File: src/rtl/reg_dump_ctrl.sv
//------------------------------------------------------------------------------
// reg_dump_ctrl
//
// Purpose:
//   Walks the CPU register file one register at a time by forcing an
//   "addi $0,$k,0" instruction into the CPU. That instruction reads $k onto
//   register-read bus A and writes only $0, so the architectural state is not
//   disturbed. Each forced instruction is held for SETTLE_CYCLES cycles so the
//   pipeline can settle. busA is then captured into a 32x32 dump buffer and
//   also streamed out as a dump_valid pulse. After $31 the block pulses done
//   for one cycle and releases the instruction override.
//
// Parameters:
//   SETTLE_CYCLES  cycles each forced instruction is held before busA is
//                  sampled (legal range 1..15)
//
// Ports:
//   clk            sole clock, rising edge
//   reset          synchronous, active-high reset
//   start          one-cycle request to begin a full 32-register dump
//   abort          terminates a dump in progress
//   busA_probe     CPU register-read bus A
//   override_inst  1 = force_inst feeds the CPU instead of normal fetch
//   force_inst     instruction injected into the CPU
//   busy           dump in progress (ISSUE or CAPTURE)
//   done           one-cycle pulse when a dump completes normally
//   dump_valid     one-cycle pulse per captured register
//   dump_idx       register index of the current capture
//   dump_data      value captured for dump_idx
//   rd_addr        dump buffer read address
//   rd_data        dump buffer contents at rd_addr (combinational)
//------------------------------------------------------------------------------
module reg_dump_ctrl #(
    parameter int unsigned SETTLE_CYCLES = 2
) (
    input  logic        clk,
    input  logic        reset,
    input  logic        start,
    input  logic        abort,
    input  logic [31:0] busA_probe,
    output logic        override_inst,
    output logic [31:0] force_inst,
    output logic        busy,
    output logic        done,
    output logic        dump_valid,
    output logic [4:0]  dump_idx,
    output logic [31:0] dump_data,
    input  logic [4:0]  rd_addr,
    output logic [31:0] rd_data
);

    // Counter reload value. The counter counts down to zero, so a hold of
    // SETTLE_CYCLES cycles in ISSUE needs a reload of SETTLE_CYCLES-1.
    localparam logic [3:0] SettleLoad = 4'(SETTLE_CYCLES - 1);

    // Opcode of addi; rt is left at $0 so the forced instruction never writes
    // anything the program can observe.
    localparam logic [5:0] AddiOpcode = 6'b001000;

    localparam logic [4:0] LastIdx = 5'd31;

    typedef enum logic [1:0] {
        IDLE    = 2'd0,
        ISSUE   = 2'd1,
        CAPTURE = 2'd2,
        FINISH  = 2'd3
    } state_e;

    state_e      state_q, state_d;
    logic [4:0]  idx_q, idx_d;
    logic [3:0]  cnt_q, cnt_d;
    logic [4:0]  dump_idx_q;
    logic [31:0] dump_data_q;
    logic [31:0] buf_q [32];
    logic        capture;
    logic        forcing;

    // Next-state logic. abort always wins over the normal progression, which
    // also suppresses the capture on the final ISSUE edge. Because idx only
    // advances from CAPTURE when it is below 31, it can never wrap back to 0.
    always_comb begin
        state_d = state_q;
        idx_d   = idx_q;
        cnt_d   = cnt_q;
        capture = 1'b0;

        unique case (state_q)
            IDLE: begin
                if (start && !abort) begin
                    idx_d   = 5'd0;
                    cnt_d   = SettleLoad;
                    state_d = ISSUE;
                end
            end

            ISSUE: begin
                if (abort) begin
                    state_d = IDLE;
                end else if (cnt_q == 4'd0) begin
                    capture = 1'b1;
                    state_d = CAPTURE;
                end else begin
                    cnt_d = cnt_q - 4'd1;
                end
            end

            CAPTURE: begin
                if (abort) begin
                    state_d = IDLE;
                end else if (idx_q != LastIdx) begin
                    idx_d   = idx_q + 5'd1;
                    cnt_d   = SettleLoad;
                    state_d = ISSUE;
                end else begin
                    state_d = FINISH;
                end
            end

            FINISH: begin
                state_d = IDLE;
            end

            default: begin
                state_d = IDLE;
            end
        endcase
    end

    // Control state registers.
    always_ff @(posedge clk) begin
        if (reset) begin
            state_q <= IDLE;
            idx_q   <= 5'd0;
            cnt_q   <= 4'd0;
        end else begin
            state_q <= state_d;
            idx_q   <= idx_d;
            cnt_q   <= cnt_d;
        end
    end

    // Streamed capture registers. These update on the same edge as the buffer
    // write, so they are valid throughout the CAPTURE cycle.
    always_ff @(posedge clk) begin
        if (reset) begin
            dump_idx_q  <= 5'd0;
            dump_data_q <= 32'd0;
        end else if (capture) begin
            dump_idx_q  <= idx_q;
            dump_data_q <= busA_probe;
        end
    end

    // Dump buffer. Only the capture path writes it. Entries captured before an
    // abort are therefore kept until the next dump overwrites them or reset
    // clears them.
    always_ff @(posedge clk) begin
        if (reset) begin
            for (int i = 0; i < 32; i++) begin
                buf_q[i] <= 32'd0;
            end
        end else if (capture) begin
            buf_q[idx_q] <= busA_probe;
        end
    end

    // The read port is asynchronous. A read of the address being captured
    // returns the old contents until the capture edge has passed.
    assign rd_data = buf_q[rd_addr];

    // Moore outputs. The forced instruction stays on the CPU through CAPTURE,
    // so the value sampled on the capture edge is not disturbed by a change of
    // instruction in the same cycle.
    assign forcing       = (state_q == ISSUE) || (state_q == CAPTURE);
    assign override_inst = forcing;
    assign force_inst    = forcing ? {AddiOpcode, idx_q, 5'b00000, 16'h0000} : 32'h0;
    assign busy          = forcing;
    assign done          = (state_q == FINISH);
    assign dump_valid    = (state_q == CAPTURE);
    assign dump_idx      = dump_idx_q;
    assign dump_data     = dump_data_q;

endmodule

File: config.mk
export PLATFORM = sky130hd
export DESIGN_NAME = reg_dump_ctrl
export DESIGN_NICKNAME = d
export VERILOG_FILES = /design/src/rtl/reg_dump_ctrl.sv
export SDC_FILE = /design/constraint.sdc
export NUM_CORES = 1
export LEC_CHECK = 0
export CORE_MARGIN = 2
export CORE_UTILIZATION = 35
export CTS_CLUSTER_DIAMETER = 120
export DETAILED_ROUTE_END_ITERATION = 10
export GPL_TIMING_DRIVEN = 0
export REMOVE_ABC_BUFFERS = 1
export SLEW_MARGIN = 20
export SYNTH_ARGS = -nofsm -noshare
export SYNTH_HDL_FRONTEND = slang
export SYNTH_SLANG_ARGS = --single-unit
File: constraint.sdc
create_clock -name clk -period 6 [get_ports clk]
set_input_delay 0.6 -clock clk [delete_from_list [all_inputs] [get_ports clk]]
set_output_delay 0.6 -clock clk [all_outputs]
set_load 0.02 [all_outputs]
==> impl_metrics.tcl <==
set metrics [dict create \
    outcome "completed" \
    die_y_microns 379 \
    critical_path.slowest_cell "a31oi_1" \
    critPathRequiredTime_ns 5.40 \
    yosysTopAreaCell "edfxtp_1" \
    synth.top_cell.area_share_pct 62.4 \
    syn_avg_cell_area_sq_um 13.1 \
    ant_nets 0 \
    grt_pass1_vias 29200 \
    wl_microns 135000 \
    antenna_cells 0 \
    worstReg2RegStart "cnt_q[0]" \
    worstSetupStartpointType "primary input" \
    path_class "in -> out" \
    grt_pass1_wl_microns 198000 \
    hold_start "reset" \
    maxSlewViolCount 0 \
    gp_congestion 0.736 \
    overflow 0 \
    routedWlPerCell_microns 23.8 \
    start_util_pct 35.3 \
    post_cts_resized 0 \
    syn_area_sq_um 49300 \
    syn_inst 3762 \
    cp_max_fo 68 \
    seq_area_sq_um 31700 \
    max_stage_delay_ns 0.62 \
    cts_hold_buf 0 \
    hold_path_class "in -> reg" \
    antenna_found_initial 5 \
    cap_violations 0 \
    drive_above_1_share_pct 8.97 \
    fin_nets 3773 \
    floorplan.die_area_sq_um 144000 \
    grt_usage_pct 18.8 \
    clkSinkCount 1072 \
    fin_tns_setup_ns 0 \
    vias_per_cell 5.08 \
    fillers 12600 \
    fin_skew_ns 0.0214 \
    place_inst 5483 \
    maxSlewHeadroom_pct 25.4 \
    ios 146 \
    rsz0062_at_grt "false" \
    critPathMostFrequentCell "buf_16" \
    end_kind "output pin" \
    clk_latency_ns 0.70 \
    ir_drop_mv 0.234 \
    cts_htree_levels 3 \
    period_needed_ns 5.23 \
    worstPathArrival_ns 4.63 \
    cts_tree "built" \
    row_count 137 \
    max-clock-path-buffers 3 \
    p_per_area_nw_per_um2 298 \
    ys_warn_count 0 \
    crit_start "rd_addr[0]" \
    fin_util_pct 40.6 \
    vias 28900 \
    ys_ff_latch 1072 \
    timing.fmax_mhz 191 \
    cts_setup_buffers 0 \
    fp.dieW_microns 379 \
    drc 0 \
    grt_max_degree 71 \
    numPortBuffers 119 \
    hold_violations 0 \
    synth_area_leaders "edfxtp_1 62%, and2_1 13%, mux2i_1 10%" \
    dp_hpwl_microns 81700 \
    setup_viol 0 \
    leakage_nw 21.0 \
    synth_cell_types 39 \
    core_sq_um 140000 \
    multiInputGateArea_sq_um 16300 \
    clockRootBuffer "clkbuf_16" \
    area_growth_pct 15.1 \
    fin_crit_sh_pct 87.2 \
    fin_cells 5687 \
    drtPass1Iterations 8 \
    yosysSeqAreaShare_pct 64.3 \
    cts_buffers 111 \
    crit_chain "buf_8, buf_16, buf_16, buf_16, buf_16, mux2i_1, a22o_1, nor3_1, a31oi_1, nand3_1, clkdlybuf4s50_1" \
    worst_pin_slew_ns 1.12 \
    clk_pin_slew_worst_paths_ns 0.06 \
    drtIter0Drc 2127 \
]
## cell usage after synthesis
master	number
a211oi_1	2
a21oi_1	140
a22o_1	64
a22oi_1	96
a2bb2oi_1	2
a311oi_1	2
a31oi_1	32
a32oi_1	2
and2_1	1031
and3_1	3
buf_1	18
buf_2	44
buf_4	28
clkbuf_1	213
clkbuf_2	63
conb_1	1
dfxtp_1	48
edfxtp_1	1024
ha_1	11
inv_1	7
mux2i_1	512
nand2_1	175
nand2_4	4
nand2b_1	8
nand3_1	99
nand3b_1	3
nor2_1	34
nor2_2	11
nor2b_1	3
nor3_1	35
nor3_4	1
nor3b_1	2
nor4_1	1
o21a_1	1
o21ai_0	4
or2_2	34
or3_1	1
or3b_2	2
or3b_4	1
## cells in the final DEF, fill, tap and decap left out, types with 3 or more instances in the layout
master and count:
dfxtp_1 48, nand2_1 174, nor2_4 34, clkbuf_16 113, and2_1 1030, nand3b_1 3, a21oi_1 140, clkinv_8 3
a22o_1 64, nand3_1 99, nor2_1 11, clkinv_2 26, or2_2 23, edfxtp_1 1024, nand2b_1 6, buf_2 32
a31oi_1 32, and3_1 3, buf_12 24, bufinv_16 13, buf_16 44, nand2_4 4, o21ai_0 4, clkdlybuf4s50_1 85
or2_4 11, nor3_1 35, mux2i_1 512, inv_1 7, ha_1 11, conb_1 26, clkbuf_1 23, clkinv_1 22
a22oi_1 96
## stage by stage
stage | hold WS [ns] | setup WS, ns | area [sq um] | total power, mW
after global placement | 0.444 | -24.24 | 51300 | 10.8
after floorplan | 0.456 | -0.225 | 47800 | 9.40
after global routing | 0.388 | 0.511 | 56800 | 17.4
after detailed placement | 0.448 | 0.600 | 53100 | 10.2
after CTS | 0.346 | 0.607 | 56700 | 17.0
final | 0.369 | 0.766 | 56800 | 16.9
## registers in the layout, indices dropped and copies added, names as in the netlist
register   cells
idx_q          5
cnt_q          4
dump_idx       5
buf_q       1024
state_q        2
dump_data     32
## power by group
group	internal [mW]	switching, mW	total (mW)
clock network	4.00	2.93	6.93
logic	0.452	0.931	1.38
registers	8.52	0.0896	8.60
## worst paths after layout
kind / slack [ns] / cells past startpoint / endpoint
min: 0.37 / 2 / dump_data[0]
max reg2reg: 2.26 / 8 / buf_q[13][19]
max: 0.77 / 11 / rd_data[2]
min reg2reg: 0.45 / 2 / dump_idx[3]
## worst max-delay path, delay by kind of cell
family / cells / cell delay [ns]
buffers and inverters: 6 / 2.43
AO/OA/AOI/OAI: 2 / 0.78
AND/OR/NAND/NOR: 2 / 0.34
multiplexers: 1 / 0.26
## logic make-up (layout without fill, tap and decap cells)
group	after synthesis	count (layout)	synth area share, %
other	1	26	0.00761
AO/OA/AOI/OAI	345	345	4.62
AND/OR/NAND/NOR	1448	1448	17.1
flip-flops	1072	1072	64.3
buffers and inverters	373	397	3.32
multiplexers	512	512	10.4
adder cells (fa/ha/maj)	11	11	0.279
## layer usage
| metal | track usage [%] | vias to the layer above | wire, microns |
|---|---|---|---|
| met5 | 0 | - | 42 |
| met4 | 5.97 | 8 | 3640 |
| met3 | 2.74 | 210 | 6980 |
| met2 | 32.3 | 822 | 67700 |
| met1 | 24.2 | 14600 | 57000 |
| li1 | - | 13200 | - |
## layout make-up
class	count	area share [%]
multi-input combinational	2342	28.8
inverter	7	0.0463
sequential	1072	55.9
clock buffer	136	5.13
tap	1876	4.14
clock inverter	67	1.23
timing repair buffer	187	4.80
No activity file was read; power rests on OpenSTA's default activity.
